===== config.mk =====
export PLATFORM = sky130hd
export DESIGN_NAME = fetch_unit
export DESIGN_NICKNAME = d
export VERILOG_FILES = /design/src/rtl/global_types.sv /design/src/rtl/fetch_hold_buffer.sv /design/src/rtl/fetch_unit.sv
export SDC_FILE = /design/constraint.sdc
export NUM_CORES = 1
export LEC_CHECK = 0
export CORE_AREA = 2 2 140 142
export DETAILED_ROUTE_END_ITERATION = 16
export DIE_AREA = 0 0 142 144
export GPL_ROUTABILITY_DRIVEN = 0
export GPL_TIMING_DRIVEN = 0
export MAX_ROUTING_LAYER = met4
export PLACE_DENSITY = 0.8
export SETUP_SLACK_MARGIN = 0.4
export SLEW_MARGIN = 20
export SYNTH_ARGS = -nofsm -noshare
export SYNTH_HDL_FRONTEND = slang
export SYNTH_SLANG_ARGS = --single-unit

===== constraint.sdc =====
create_clock -name clk -period 8.5 [get_ports clk]
set_input_delay 1.7 -clock clk [delete_from_list [all_inputs] [get_ports clk]]
set_output_delay 1.7 -clock clk [all_outputs]
set_load 0.01 [all_outputs]

===== src/rtl/global_types.sv =====
`default_nettype none
// ============================================================================
// Module   : global_types
// Summary  : Shared widths, reset defaults and state type for the fetch stage.
// Revision : 1.0
// ============================================================================
package global_types;

   localparam int INSTR_W = 32;

   localparam logic [31:0]        DEFAULT_RESET_PC  = 32'h0000_0000;
   localparam logic [INSTR_W-1:0] DEFAULT_NOP_INSTR = 32'h0000_0000;

   typedef enum logic [1:0] {
      BOOT = 2'd0,
      REQ  = 2'd1,
      WAIT = 2'd2,
      HOLD = 2'd3
   } fetch_state_t;

endpackage
`default_nettype wire


===== src/rtl/fetch_hold_buffer.sv =====
`default_nettype none
// ============================================================================
// Module   : fetch_hold_buffer
// Summary  : One-entry parking register for a fetched word while decode stalls.
// Revision : 1.0
// ============================================================================
module fetch_hold_buffer
   import global_types::*;
(
   input  logic               clk_i,
   input  logic               reset_i,
   input  logic               load_i,
   input  logic               clear_i,
   input  logic               consume_i,
   input  logic [INSTR_W-1:0] instr_i,
   input  logic [31:0]        pc_plus4_i,
   output logic [INSTR_W-1:0] instr_o,
   output logic [31:0]        pc_plus4_o,
   output logic               valid_o
);

   logic [INSTR_W-1:0] instr_q;
   logic [31:0]        pc_plus4_q;
   logic               valid_q;

   // Clear (redirect) outranks a same-cycle load.
   always_ff @(posedge clk_i or posedge reset_i) begin
      if (reset_i) begin
         instr_q    <= '0;
         pc_plus4_q <= '0;
         valid_q    <= 1'b0;
      end else if (clear_i) begin
         instr_q    <= '0;
         pc_plus4_q <= '0;
         valid_q    <= 1'b0;
      end else if (load_i) begin
         instr_q    <= instr_i;
         pc_plus4_q <= pc_plus4_i;
         valid_q    <= 1'b1;
      end else if (consume_i) begin
         valid_q    <= 1'b0;
      end
   end

   assign instr_o    = instr_q;
   assign pc_plus4_o = pc_plus4_q;
   assign valid_o    = valid_q;

endmodule
`default_nettype wire


===== src/rtl/fetch_unit.sv =====
`default_nettype none
// ============================================================================
// Module   : fetch_unit
// Summary  : PC owner, imem handshake and fetch->decode register with a hold
//            buffer. Define FETCH_PERF_CNT_EN to add wait/redirect counters.
// Revision : 1.0
// ============================================================================
module fetch_unit
   import global_types::*;
#(
   parameter logic [31:0]        RESET_PC  = DEFAULT_RESET_PC,
   parameter logic [INSTR_W-1:0] NOP_INSTR = DEFAULT_NOP_INSTR
) (
   input  logic               clk,
   input  logic               reset,
   input  logic               f_stall,
   input  logic               d_stall,
   input  logic               redirect_valid,
   input  logic [31:0]        redirect_pc,
   output logic               imem_req,
   output logic [31:0]        imem_addr,
   input  logic               imem_ack,
   input  logic [INSTR_W-1:0] imem_rdata,
   output logic [31:0]        f_pc,
   output logic [INSTR_W-1:0] d_instr,
   output logic [31:0]        d_pc_plus4,
   output logic               d_valid,
   output logic               fetch_busy
`ifdef FETCH_PERF_CNT_EN
   ,
   output logic [31:0]        perf_wait_cycles,
   output logic [31:0]        perf_redirects
`endif
);

   fetch_state_t       state_q;
   logic [31:0]        pc_q;
   logic [31:0]        addr_q;
   logic               kill_q;

   logic [INSTR_W-1:0] d_instr_q, d_instr_d;
   logic [31:0]        d_pc_plus4_q, d_pc_plus4_d;
   logic               d_valid_q, d_valid_d;

   logic [31:0]        w_redirect_tgt;
   logic [31:0]        w_pc_plus4;
   logic               w_capture;
   logic               w_release;
   logic [INSTR_W-1:0] w_hb_instr;
   logic [31:0]        w_hb_pc_plus4;
   logic               w_hb_valid;
   logic               w_unused_pc_lsbs;

   assign w_redirect_tgt   = {redirect_pc[31:2], 2'b00};
   assign w_unused_pc_lsbs = ^redirect_pc[1:0];
   assign w_pc_plus4       = pc_q + 32'd4;

   // WAIT keeps the request up even under f_stall; addr_q pins the address
   // there because pc_q may already point at a redirect target.
   assign imem_req   = (state_q == WAIT) || ((state_q == REQ) && !f_stall);
   assign imem_addr  = (state_q == WAIT) ? addr_q : pc_q;
   assign fetch_busy = (state_q == WAIT) || ((state_q == REQ) && !f_stall && !imem_ack);

   assign w_capture = imem_req && imem_ack && !kill_q && !redirect_valid;
   assign w_release = (state_q == HOLD) && w_hb_valid && !d_stall && !redirect_valid;

   always_ff @(posedge clk or posedge reset) begin
      if (reset) begin
         state_q <= BOOT;
         pc_q    <= RESET_PC;
         addr_q  <= RESET_PC;
         kill_q  <= 1'b0;
      end else if (redirect_valid) begin
         pc_q <= w_redirect_tgt;
         if (imem_req && !imem_ack) begin
            state_q <= WAIT;
            addr_q  <= imem_addr;
            kill_q  <= 1'b1;
         end else begin
            state_q <= REQ;
            kill_q  <= 1'b0;
         end
      end else begin
         case (state_q)
            BOOT: state_q <= REQ;
            REQ: begin
               if (imem_req) begin
                  if (imem_ack) begin
                     pc_q    <= w_pc_plus4;
                     state_q <= d_stall ? HOLD : REQ;
                  end else begin
                     addr_q  <= pc_q;
                     state_q <= WAIT;
                  end
               end
            end
            WAIT: begin
               if (imem_ack) begin
                  kill_q <= 1'b0;
                  if (kill_q) begin
                     state_q <= REQ;
                  end else begin
                     pc_q    <= w_pc_plus4;
                     state_q <= d_stall ? HOLD : REQ;
                  end
               end
            end
            HOLD: begin
               if (!d_stall) state_q <= REQ;
            end
            default: state_q <= BOOT;
         endcase
      end
   end

   fetch_hold_buffer u_hold (
      .clk_i      (clk),
      .reset_i    (reset),
      .load_i     (w_capture && d_stall),
      .clear_i    (redirect_valid),
      .consume_i  (w_release),
      .instr_i    (imem_rdata),
      .pc_plus4_i (w_pc_plus4),
      .instr_o    (w_hb_instr),
      .pc_plus4_o (w_hb_pc_plus4),
      .valid_o    (w_hb_valid)
   );

   always_comb begin
      d_instr_d    = d_instr_q;
      d_pc_plus4_d = d_pc_plus4_q;
      d_valid_d    = d_valid_q;
      if (redirect_valid || !d_stall) begin
         if (w_capture) begin
            d_instr_d    = imem_rdata;
            d_pc_plus4_d = w_pc_plus4;
            d_valid_d    = 1'b1;
         end else if (w_release) begin
            d_instr_d    = w_hb_instr;
            d_pc_plus4_d = w_hb_pc_plus4;
            d_valid_d    = 1'b1;
         end else begin
            d_instr_d    = NOP_INSTR;
            d_pc_plus4_d = '0;
            d_valid_d    = 1'b0;
         end
      end
   end

   always_ff @(posedge clk or posedge reset) begin
      if (reset) begin
         d_instr_q    <= NOP_INSTR;
         d_pc_plus4_q <= '0;
         d_valid_q    <= 1'b0;
      end else begin
         d_instr_q    <= d_instr_d;
         d_pc_plus4_q <= d_pc_plus4_d;
         d_valid_q    <= d_valid_d;
      end
   end

   assign f_pc       = pc_q;
   assign d_instr    = d_instr_q;
   assign d_pc_plus4 = d_pc_plus4_q;
   assign d_valid    = d_valid_q;

`ifdef FETCH_PERF_CNT_EN
   logic [31:0] perf_wait_q;
   logic [31:0] perf_redir_q;

   always_ff @(posedge clk or posedge reset) begin
      if (reset) begin
         perf_wait_q  <= '0;
         perf_redir_q <= '0;
      end else begin
         if (fetch_busy && (perf_wait_q != 32'hFFFF_FFFF))
            perf_wait_q <= perf_wait_q + 32'd1;
         if (redirect_valid && (perf_redir_q != 32'hFFFF_FFFF))
            perf_redir_q <= perf_redir_q + 32'd1;
      end
   end

   assign perf_wait_cycles = perf_wait_q;
   assign perf_redirects   = perf_redir_q;
`endif

endmodule
`default_nettype wire


==> reports/qor.txt <==
hold buffers post-CTS = 0
Yosys Warn Count = 0
pin count of the biggest net entering global routing = 104
CP peak stage delay = 0.61 ns
Setup crit end kind = output pin
Placeable Area = 19,100 um^2
Routed Antenna Nets = 0
Area growth, synth to finish = 30.3%
clk sinks = 193
setup bufs post-CTS = 0
combinational family with the most area after synthesis = simple AND/OR/NAND/NOR gates
RR Endpoint = u_hold.instr_o[12]
hold path endpoint = addr_q[1]
Top FF cell, synth = dfrtp_1
number of diodes = 0
insertion delay to the later sink of the worst-skew pair = 0.44 ns
Avg Cell Area, Syn = 9.31 um^2
#FFs+latches synth = 193
crit path launch type = flip-flop
Critical Path AT = 3.35 ns
Peak supply drop = 0.163 mV
Pins Over Slew Limit = 0
clock tree buffer depth = 2
CP delay by family, top = buffers and inverters
post-synthesis cell count = 1,035
Ports = 201
Layout Utilization = 0.658
worst path cell trace = inv_1 > ha_1 > buf_2 > buf_1 > clkbuf_1 > mux2_2 > clkdlybuf4s50_1
Synth Area in Simple Gates = 0.195
outcome = complete, no violations
Num CTS Buffers = 17
EDFF count, synth = 0
post-synth cell types = 50
Final Net Count = 1,326
Overflow after GRT = 0
first-pass GRT wire length = 44,300 um
initial detailed-routing violation count = 693
Min-Delay Path Class = flip-flop to flip-flop
crit path max fanout = 10
most common cell after layout, fill and taps aside = clkdlybuf4s50_1
Tot Pwr = 2.71 mW
RSZ-0062 raised after global routing = no
most frequent cells in the layout = 196 x clkdlybuf4s50_1, 193 x dfrtp_1, 163 x nand2_1
Netlist Area Pre-Place = 9630 um^2
Hold Fails Final Rpt = 0
Post-CTS Resized = 0
clk_skew = 0.00995 ns
sequential share of the synthesized area = 0.501
fmax = 198 MHz
CTS clk-pin slew, worst paths = 0.07 ns
wirelength, routed = 28,100 um
H-tree Lvls = 4
final period utilization = 0.594
wire per inst = 18.7 um
post-synthesis xor/xnor area fraction = 0.0482
top cell type's share of synthesized area = 0.501
layout cells sized above 1 = 0.108
num rows = 51
fraction of registers with async set/reset = 1.00
vias per cell = 5.76
r2r startpoint = state_q[1]
Vias = 8,653
HPWL after detailed placement = 20,100 um
Hold Path Origin = addr_q[1]
area of the multi-input gates = 4340 um^2
Port Buf Inserts = 196
Final Critical Period = 5.05 ns
Die X-Extent = 142 um
die area = 20,400 um^2
WHS = 0.482 ns
WP buf/inv = 5
pwr dens = 216 nW/um^2
R2R depth = 9
final worst setup slack = 3.45 ns
Max Cap Violations = 0
Rel. slew slack = 0.493
worst setup path class = flip-flop to output pin
Slew @ Worst Pin = 0.761 ns
Residual DRC = 0
final-report setup violation count = 0
GRT Total Usage = 0.288
initial antenna violation count = 0
Initial Utilization = 0.505
Die Span Y = 144 um
Worst path slowest cell = buf_1
CTS tree = done
worst hold stages = 1
area leader, netlist = dfrtp_1
main area contributors after synthesis = dfrtp_1 50%, mux2_2 6.4%, nand2_1 6.4%
setup slack after placement = 3.64 ns
FILL cells = 1,526
drt pass-1 iters = 5
vias in the first global route = 8,395
Pleak = 5.19 nW
Worst R2R Setup Slack = 5.69 ns
root buffer cell = clkbuf_16
worst setup path startpoint = state_q[0]
adder-cell share of the synthesized area = 0.00520
WP depth = 7
Reg area = 4830 um^2
worst path required time = 6.80 ns
Compound-Gate Fraction of Synth Area = 0.132
mux contribution to synthesized area = 0.0695
worst max-delay path by stage:
stage | endpoint | slack, ns
final | imem_addr[22] | 3.45
after global routing | imem_addr[21] | 3.30
after CTS | imem_addr[22] | 3.46
after detailed placement | imem_req | 3.64
after global placement | addr_q[11] | -0.86
after floorplan | addr_q[0] | 1.54
state kept, by name (all words and copies together) (netlist names):
register / flops
u_hold.instr_o: 32
addr_q: 32
kill_q: 1
d_pc_plus4: 31
d_valid: 1
f_pc: 30
u_hold.pc_plus4_o: 31
state_q: 2
d_instr: 32
u_hold.valid_o: 1
layout make-up:
type / count / share of cell area
Buffer: 100 / 0.0346
Timing Repair Buffer: 197 / 0.158
Tap cell: 238 / 0.0237
Clock buffer: 23 / 0.0373
Multi-Input combinational cell: 733 / 0.345
Sequential cell: 193 / 0.385
Inverter: 10 / 0.00359
Clock inverter: 9 / 0.0124
synth_stat cells, types with 3 or more instances:
cell	instances
dfrtp_1	193
buf_4	5
a22oi_1	3
nor4_1	4
a21o_1	6
mux2_2	55
buf_1	13
o211ai_1	5
a31oi_1	50
o21ai_0	75
xor2_1	28
ha_1	4
nor3_1	8
and3_1	5
o21ai_1	5
a211oi_1	5
nand3_1	90
and4_1	8
buf_2	31
and2_1	10
clkbuf_1	50
xnor2_1	25
a21oi_1	51
nor2_1	67
o21a_1	13
inv_1	10
or3_1	3
nand4_1	18
mux2i_1	5
nand2_1	163
nor3b_1	3
per-stage QoR:
step	TNS, ns	std cells	cell area (um^2)
CTS	0	1503	12600
floorplan	0	1036	9640
global route	0	1503	12600
global placement	-162.04	1470	11900
finish	0	1503	12600
detailed placement	0	1471	11900
cell families (layout without fill, tap and decap cells):
family / Yosys count / after routing
simple gates: 394 / 394
compound gates: 220 / 220
flops: 193 / 193
buf+inv: 110 / 339
mux: 60 / 60
xor+xnor: 53 / 53
fa+ha+maj: 4 / 4
other cells: 1 / 2
per-layer routing:
layer  GRT usage  vias to the layer above  share of wire  routed length [um]
li1            -                     4014              -                   -
met1       0.383                     4093           0.42               11700
met2       0.449                      461           0.46               13000
met3      0.0520                       85          0.088                2460
met4       0.101                        0          0.030                 851
met5           -                        -              0                   0
power by group:
part	internal, mW	leakage, nW	switching (mW)
clock	0.509	0.301	0.352
combinational	0.351	2.37	0.365
sequential	1.05	2.53	0.0779
total	1.91	5.19	0.794
Note: power is estimated with default switching activity, not from simulation.
